$ cat src/rtl/bcd2bin_pkg.sv
// Shared definitions for the bcd2bin core: controller state encoding,
// default geometry and the nibble correction constant.
package bcd2bin_pkg;

  // Default geometry: 5 BCD digits converted into a 16-bit binary result.
  localparam int unsigned N_DIGITS_DEF = 5;
  localparam int unsigned N_BITS_DEF   = 16;

  // Amount subtracted from each digit >= 8 between right shifts.
  localparam logic [3:0] ADJ_SUB = 4'd3;

  // Controller states.
  typedef enum logic [2:0] {
    S_IDLE  = 3'd0,
    S_LOAD  = 3'd1,
    S_SHIFT = 3'd2,
    S_ADJ   = 3'd3,
    S_DONE  = 3'd4
  } state_e;

  // True when a 4-bit field does not hold a decimal digit.
  function automatic logic nibble_invalid(input logic [3:0] nib);
    return nib > 4'd9;
  endfunction

endpackage

$ cat src/rtl/bcd2bin_ctrl_if.sv
// Handshake and control bundle between the bcd2bin controller and its
// requester / datapath. The controller uses the slave view.
interface bcd2bin_ctrl_if
  import bcd2bin_pkg::*;
#(
  parameter int unsigned N_DIGITS = N_DIGITS_DEF
);

  localparam int unsigned BCD_W = 4 * N_DIGITS;

  logic                start;
  logic [BCD_W-1:0]    bcd_in;
  logic [N_DIGITS-1:0] ge8;
  logic                rst_ld;
  logic                shift;
  logic [N_DIGITS-1:0] lda2;
  logic                busy;
  logic                done;
  logic                err;

  // Requester / datapath side.
  modport master (
    output start, bcd_in, ge8,
    input  rst_ld, shift, lda2, busy, done, err
  );

  // Controller side.
  modport slave (
    input  start, bcd_in, ge8,
    output rst_ld, shift, lda2, busy, done, err
  );

endinterface

$ cat src/rtl/bcd_digit_chk.sv
// Combinational invalid-BCD detector: flags any nibble above 9.
// Only compiled when BCD2BIN_CTRL_CHK_EN is defined.
`ifdef BCD2BIN_CTRL_CHK_EN
module bcd_digit_chk
  import bcd2bin_pkg::*;
#(
  parameter int unsigned N_DIGITS = N_DIGITS_DEF
) (
  input  logic [4*N_DIGITS-1:0] bcd,
  output logic                  bad_c
);

  // OR-reduce the per-nibble range checks.
  always_comb begin
    bad_c = 1'b0;
    for (int unsigned i = 0; i < N_DIGITS; i++) begin
      bad_c = bad_c | nibble_invalid(bcd[4*i +: 4]);
    end
  end

endmodule
`endif

$ cat src/rtl/bcd2bin_ctrl.sv
// Sequencing controller for the bcd2bin shift-and-subtract datapath.
// Runs on the rising edge; the datapath samples the controls on the falling
// edge. Optional invalid-operand check: define BCD2BIN_CTRL_CHK_EN.
module bcd2bin_ctrl
  import bcd2bin_pkg::*;
#(
  parameter int unsigned N_DIGITS = N_DIGITS_DEF,
  parameter int unsigned N_BITS   = N_BITS_DEF
) (
  input  logic          clk,
  input  logic          rst,
  bcd2bin_ctrl_if.slave bus
);

  localparam int unsigned CNT_W = (N_BITS > 1) ? $clog2(N_BITS) : 1;
  localparam logic [CNT_W-1:0] CNT_LAST = CNT_W'(N_BITS - 1);

  state_e           state_q, state_d;
  logic [CNT_W-1:0] cnt_q, cnt_d;
  logic             rst_ld_q, rst_ld_d;
  logic             shift_q, shift_d;
  logic             busy_q, busy_d;
  logic             done_q, done_d;
  logic             err_q, err_d;
  logic             bad_c;

`ifdef BCD2BIN_CTRL_CHK_EN
  bcd_digit_chk #(
    .N_DIGITS (N_DIGITS)
  ) u_digit_chk (
    .bcd   (bus.bcd_in),
    .bad_c (bad_c)
  );
`else
  logic unused_bcd;
  assign unused_bcd = ^bus.bcd_in;
  assign bad_c      = 1'b0;
`endif

  // Next state, step counter and registered output values.
  always_comb begin
    state_d = state_q;
    cnt_d   = cnt_q;
    err_d   = 1'b0;

    unique case (state_q)
      S_IDLE: begin
        if (bus.start) begin
          if (bad_c) begin
            state_d = S_DONE;
            err_d   = 1'b1;
          end else begin
            state_d = S_LOAD;
          end
        end
      end
      S_LOAD: begin
        cnt_d   = '0;
        state_d = S_SHIFT;
      end
      S_SHIFT: begin
        if (cnt_q == CNT_LAST) begin
          state_d = S_DONE;
        end else begin
          cnt_d   = cnt_q + CNT_W'(1);
          state_d = S_ADJ;
        end
      end
      S_ADJ: begin
        state_d = S_SHIFT;
      end
      S_DONE: begin
        state_d = S_IDLE;
      end
      default: begin
        state_d = S_IDLE;
      end
    endcase

    rst_ld_d = (state_d == S_LOAD);
    shift_d  = (state_d == S_SHIFT);
    busy_d   = (state_d != S_IDLE);
    done_d   = (state_d == S_DONE);
  end

  // State, counter and output registers; reset wins over any conversion.
  always_ff @(posedge clk) begin
    if (rst) begin
      state_q  <= S_IDLE;
      cnt_q    <= '0;
      rst_ld_q <= 1'b0;
      shift_q  <= 1'b0;
      busy_q   <= 1'b0;
      done_q   <= 1'b0;
      err_q    <= 1'b0;
    end else begin
      state_q  <= state_d;
      cnt_q    <= cnt_d;
      rst_ld_q <= rst_ld_d;
      shift_q  <= shift_d;
      busy_q   <= busy_d;
      done_q   <= done_d;
      err_q    <= err_d;
    end
  end

  assign bus.rst_ld = rst_ld_q;
  assign bus.shift  = shift_q;
  assign bus.busy   = busy_q;
  assign bus.done   = done_q;
  assign bus.err    = err_q;

  // ge8 settles inside the ADJ cycle, so it is passed through, gated by state.
  assign bus.lda2 = (state_q == S_ADJ) ? bus.ge8 : '0;

endmodule

$ cat src/flat_wrapper.sv
// flat-port wrapper written by rule: the top's interface ports become plain ports
module bcd2bin_ctrl_flat import bcd2bin_pkg::*;
#(
  parameter int unsigned N_DIGITS = N_DIGITS_DEF,
  parameter int unsigned N_BITS   = N_BITS_DEF
)
  (clk, rst, bus_start, bus_bcd_in, bus_ge8, bus_rst_ld, bus_shift, bus_lda2, bus_busy, bus_done, bus_err);
  bcd2bin_ctrl_if #(.N_DIGITS(N_DIGITS)) bus_i ();
  input  logic clk;
  input  logic rst;
  input wire logic [$bits(bus_i.start)-1:0] bus_start;
  input wire logic [$bits(bus_i.bcd_in)-1:0] bus_bcd_in;
  input wire logic [$bits(bus_i.ge8)-1:0] bus_ge8;
  output wire logic [$bits(bus_i.rst_ld)-1:0] bus_rst_ld;
  output wire logic [$bits(bus_i.shift)-1:0] bus_shift;
  output wire logic [$bits(bus_i.lda2)-1:0] bus_lda2;
  output wire logic [$bits(bus_i.busy)-1:0] bus_busy;
  output wire logic [$bits(bus_i.done)-1:0] bus_done;
  output wire logic [$bits(bus_i.err)-1:0] bus_err;
  assign bus_i.start = bus_start;
  assign bus_i.bcd_in = bus_bcd_in;
  assign bus_i.ge8 = bus_ge8;
  assign bus_rst_ld = bus_i.rst_ld;
  assign bus_shift = bus_i.shift;
  assign bus_lda2 = bus_i.lda2;
  assign bus_busy = bus_i.busy;
  assign bus_done = bus_i.done;
  assign bus_err = bus_i.err;
  bcd2bin_ctrl #(.N_DIGITS(N_DIGITS), .N_BITS(N_BITS)) u_core (.clk(clk), .rst(rst), .bus(bus_i));
endmodule
$ cat config.mk
export PLATFORM = sky130hd
export DESIGN_NAME = bcd2bin_ctrl_flat
export DESIGN_NICKNAME = d
export VERILOG_FILES = /design/src/rtl/bcd2bin_pkg.sv /design/src/rtl/bcd2bin_ctrl_if.sv /design/src/rtl/bcd_digit_chk.sv /design/src/rtl/bcd2bin_ctrl.sv /design/src/flat_wrapper.sv
export SDC_FILE = /design/constraint.sdc
export NUM_CORES = 1
export LEC_CHECK = 0
export CAP_MARGIN = 40
export CELL_PAD_IN_SITES_DETAIL_PLACEMENT = 0
export CELL_PAD_IN_SITES_GLOBAL_PLACEMENT = 1
export CORE_AREA = 2 2 44 63
export CTS_CLUSTER_SIZE = 12
export DETAILED_ROUTE_END_ITERATION = 12
export DIE_AREA = 0 0 46 65
export PLACE_DENSITY = 0.74
export SLEW_MARGIN = 20
export SYNTH_ARGS = -nofsm -noshare
export SYNTH_HDL_FRONTEND = slang
export SYNTH_HIERARCHICAL = 1
export SYNTH_SLANG_ARGS = --single-unit
$ cat constraint.sdc
create_clock -name clk -period 1.6 [get_ports clk]
set_input_delay 0.32 -clock clk [delete_from_list [all_inputs] [get_ports clk]]
set_output_delay 0.32 -clock clk [all_outputs]
set_load 0.02 [all_outputs]
# Word-level counts from Yosys, hierarchy flattened
# Cells that the tools add are included.
[op_classes]
reduce_logical = 5
n_mux = 6
eq_ne = 8
addsub = 1
[op_table]
columns = ["cell", "count"]
rows = [
  ["$eq 3x2->1 const B", 3],
  ["$pmux 3 s3", 1],
  ["$pmux 4 s2", 1],
  ["$eq 3x1->1 const B", 2],
  ["$mux 3", 2],
  ["$mux 5", 1],
  ["$add 4x1->4 const B", 1],
  ["$eq 4x4->1 const B", 1],
  ["$mux 4", 1],
  ["$eq 3x3->1 const B", 1],
  ["$logic_not 3->1", 1],
  ["$reduce_bool 3->1", 1],
  ["$ne 2x2->1 const B", 1],
  ["$reduce_and 2->1", 1],
  ["$reduce_bool 2->1", 1],
  ["$reduce_or 2->1", 1],
]
[word_totals]
regBits = 11
output_inout_bits = 10
wordCells = 26
in_bits = 28

# Logic depth before layout (Yosys ltp)
[logic_depth]
depth_word = 4
mapped_depth = 5
ltp_nobuf = 5

# Worst setup path after synthesis
# Ideal clock, no wire load.
[synth_timing]
path_type = "register -> register"
from = "reg u_core.cnt_q[0]"
to = "reg u_core.cnt_q[3]"
period_less_slack_ps = 1260
required_time_ps = 1479
path_stages_with_launch = 6
path_buffers = 0
t_arrival_ps = 1139
setup_slack_ps = 340
setup_time_ps = 121
cell_sequence = "dfxtp_1 > ha_1 > nand4b_1 > nand3_1 > nor2_1 > mux2_2"
[synth_between]
elab_chain_cells = 3
elab_cells_between_ends = 6
cone_classes = "add/sub: 1; eq/ne: 2; mux: 2; reduce/logical: 1"
[synth_rtl]
columns = ["item", "line_no", "source"]
rows = [
  ["from (decl)", "bcd2bin_ctrl.sv:19", "logic [CNT_W-1:0] cnt_q, cnt_d;"],
  ["from (signal assigned)", "bcd2bin_ctrl.sv:98", "cnt_q <= cnt_d;"],
  ["$add 4x1->4 or $eq 4x4->1 (tied branches)", "bcd2bin_ctrl.sv:65, bcd2bin_ctrl.sv:62", ""],
  ["$mux 4 or $ne 2x2->1 (tied branches)", "-", ""],
  ["$pmux 4 s2 or $reduce_and 2->1 (tied branches)", "-", ""],
]
# Several ways; a longest one is shown, not always the timed one. The select of a mux whose other input is x is not followed.
# A chain may end at the register's enable or synchronous reset.

# Worst setup path in the final report
[layout_timing]
from = "reg u_core.done_q (netlist: u_core/bus.done)"
to = "out bus_done"
[layout_lines]
columns = ["item", "line_no", "source"]
rows = [
  ["from (decl)", "bcd2bin_ctrl.sv:23", "logic done_q, done_d;"],
  ["from (signal assigned)", "bcd2bin_ctrl.sv:102", "done_q <= done_d;"],
  ["to (decl)", "flat_wrapper.sv:18", "output wire logic [$bits(bus_i.done)-1:0] bus_done;"],
]
# No word-level cell between the ends.

==> impl_metrics.toml <==
[timing]
setup_viol = 0
fin_crit_ns = 1.50
max_freq_mhz = 666
final.setup_skew_ns = 0.00295
whs_ns = 0.508
rsz0062_at_grt = "false"
finalHoldViolCount = 0
setup_tns_ns = 0
finalCritPeriodShare_pct = 93.8
maxSlewViolCount = 0

[finish]
fill_cells = 274
area_delta_synth_final_pct = 41.4
nets = 110
antenna_cells = 0
layoutNonFillerInstCount = 104
drive_above_1_share_pct = 17.5

[synthesis]
syn_inst = 58
yosysWarnings = 6
async_reset_ff_share_pct = 0
synth_edf_count = 0
synth_cell_types = 25
avgSynthCellArea_um2 = 8.87
ys_ff_latch = 11
netlist_area_um2 = 514
synthFlopType = "dfxtp_1"
syn_nets = 87
yosysSeqAreaShare_pct = 42.8

[routing]
wl_per_cell_um = 11.4
num_vias = 489
viasPerCell = 4.70
antenna_left = 0
wirelength_um = 1190
drc = 0
first_pass_iters = 4
drt_iter0_markers = 9

[placement]
placed_cells = 100
numPortBuffers = 16
place_congestion = 0.755
dpl.hpwl_um = 872

[floorplan]
core-area_mm2 = 0.00248
die_w_um = 46
ios = 38
die-area_mm2 = 0.00299
row_count = 22
die_y_um = 65
start_util_pct = 20.8

[global_routing]
grt_pass1_vias = 474
grt_start_max_net_pins = 14
grtUsageTotal_pct = 8.72
antenna_found_initial = 0
grt_pass1_wl_um = 1950
grt_overflow = 0

[clocking]
cts_sinks = 11
clk_latency_ns = 0.27
cts_made_buffers = 3
clockBufferDepth = 2
tritoncts = "built"
holdBufCountCts = 0
htree_levels = 1
path_clk_slew_ns = 0.07
cts_root_buf = "clkbuf_4"

[min_path]
hp-class = "reg2reg"

[worst_setup_path]
cp.required_ns = 1.28
start_kind = "flip-flop"
path_cells = "clkdlybuf4s50_1"
worst_path_largest_cell_delay_ns = 0.60
cp.arrival_ns = 1.18
crit_family = "buffers and inverters"
cp_max_fo = 1
cp_slowest_cell = "clkdlybuf4s50_1"
critical_path_buf_inv_count = 1
endpoint_kind = "primary output"
critPathKind = "reg2out"

[run]
cap_violations = 0

[power_and_ir_drop]
p_total_uw = 584
power_per_cell_area_mw_per_mm2 = 803
max-vdd-ir-drop_mv = 0.228
power_leakage_uw = 0.000300

[outcome]
status = "completed"
-- sequential cells by signal (all words and copies together) (netlist names) --
signal             cells
u_core/state_q         3
u_core/bus.shift       1
u_core/cnt_q           4
u_core/bus.rst_ld      1
u_core/bus.busy        1
u_core/bus.done        1
-- final cells by class --
| class | instances | area [um^2] | area share (%) |
|---|---|---|---|
| Clock buffer | 4 | 26.3 | 3.61 |
| Multi-Input combinational cell | 42 | 270 | 37.2 |
| Tap cell | 24 | 30.0 | 4.13 |
| Timing Repair Buffer | 21 | 173 | 23.8 |
| Inverter | 2 | 7.51 | 1.03 |
| Sequential cell | 11 | 220 | 30.3 |
-- cells in the final DEF (no fill, tap or decap), types with 2 or more instances in the layout --
cell             count
dfxtp_1             11
nand4b_1             2
buf_2                5
and3_1               2
nand3_1              6
xor2_1               2
inv_1                2
clkbuf_4             3
buf_4                5
a21oi_1              2
clkdlybuf4s50_1     11
nor2_1               7
nor4bb_1             2
and2_1               6
nand4_1              2
-- cell families (layout without fill, tap and decap cells) --
logic type	Yosys count	count (layout)	share of synthesized area, %
and+or+nand+nor	30	30	33.8
DFF	11	11	42.8
AOI/OAI and AO/OA	6	6	8.03
buffers and inverters	5	27	4.62
xor gates and xnor gates	2	2	3.41
muxes	2	2	4.14
adders and majority gates	1	1	2.43
other	1	1	0.729
-- cells in the mapped netlist (2+ instances only) --
cell type,instances,area (um^2)
dfxtp_1,11,220
nor2_1,7,26.3
and2_1,6,37.5
nand3_1,6,30.0
a21oi_1,2,10.0
and3_1,2,12.5
inv_1,2,7.51
nand4_1,2,12.5
nand4b_1,2,17.5
nor4bb_1,2,20.0
xor2_1,2,17.5
-- layer usage --
layer	routed length (um)	share of wire, %	track usage (%)
met5	0	0	0
met4	0	0	5.36
met3	107	9.0	2.23
met2	565	47	13.0
met1	516	43	10.7
-- through the flow --
step                util [%]  setup WS (ns)  cell area, um^2
detailed placement      29.3         -0.209              726
CTS                     30.4        0.00684              752
finish                  29.3         0.0994              727
global route            29.3         0.0419              727
floorplan                  -          0.340              514
global placement        29.3         -0.209              726
-- worst paths after layout --
| kind | start | end | slack [ns] | cells after the start |
|---|---|---|---|---|
| setup / recovery | u_core/bus.done$_SDFF_PP0_ | bus_done | 0.1 | 1 |
| hold / removal | u_core/cnt_q[1]$_SDFFE_PP0P_ | u_core/cnt_q[1]$_SDFFE_PP0P_ | 0.51 | 2 |
| setup reg to reg | u_core/cnt_q[0]$_SDFFE_PP0P_ | u_core/cnt_q[1]$_SDFFE_PP0P_ | 0.19 | 5 |
| hold reg to reg | u_core/cnt_q[1]$_SDFFE_PP0P_ | u_core/cnt_q[1]$_SDFFE_PP0P_ | 0.51 | 2 |
-- power by group --
group | internal, uW | total, uW | switching (uW) | leakage (uW)
combinational | 51.9 | 103 | 51.2 | 0.000195
clock | 96.5 | 189 | 92.8 | 0.0000150
sequential | 285 | 291 | 5.87 | 0.0000899
-- timing repair --
action                     4_1_cts  5_1_grt
setup buffers                    0        0
resized for setup               16        4
setup endpoints to repair        5        4
(Power assumes the default switching activity.)
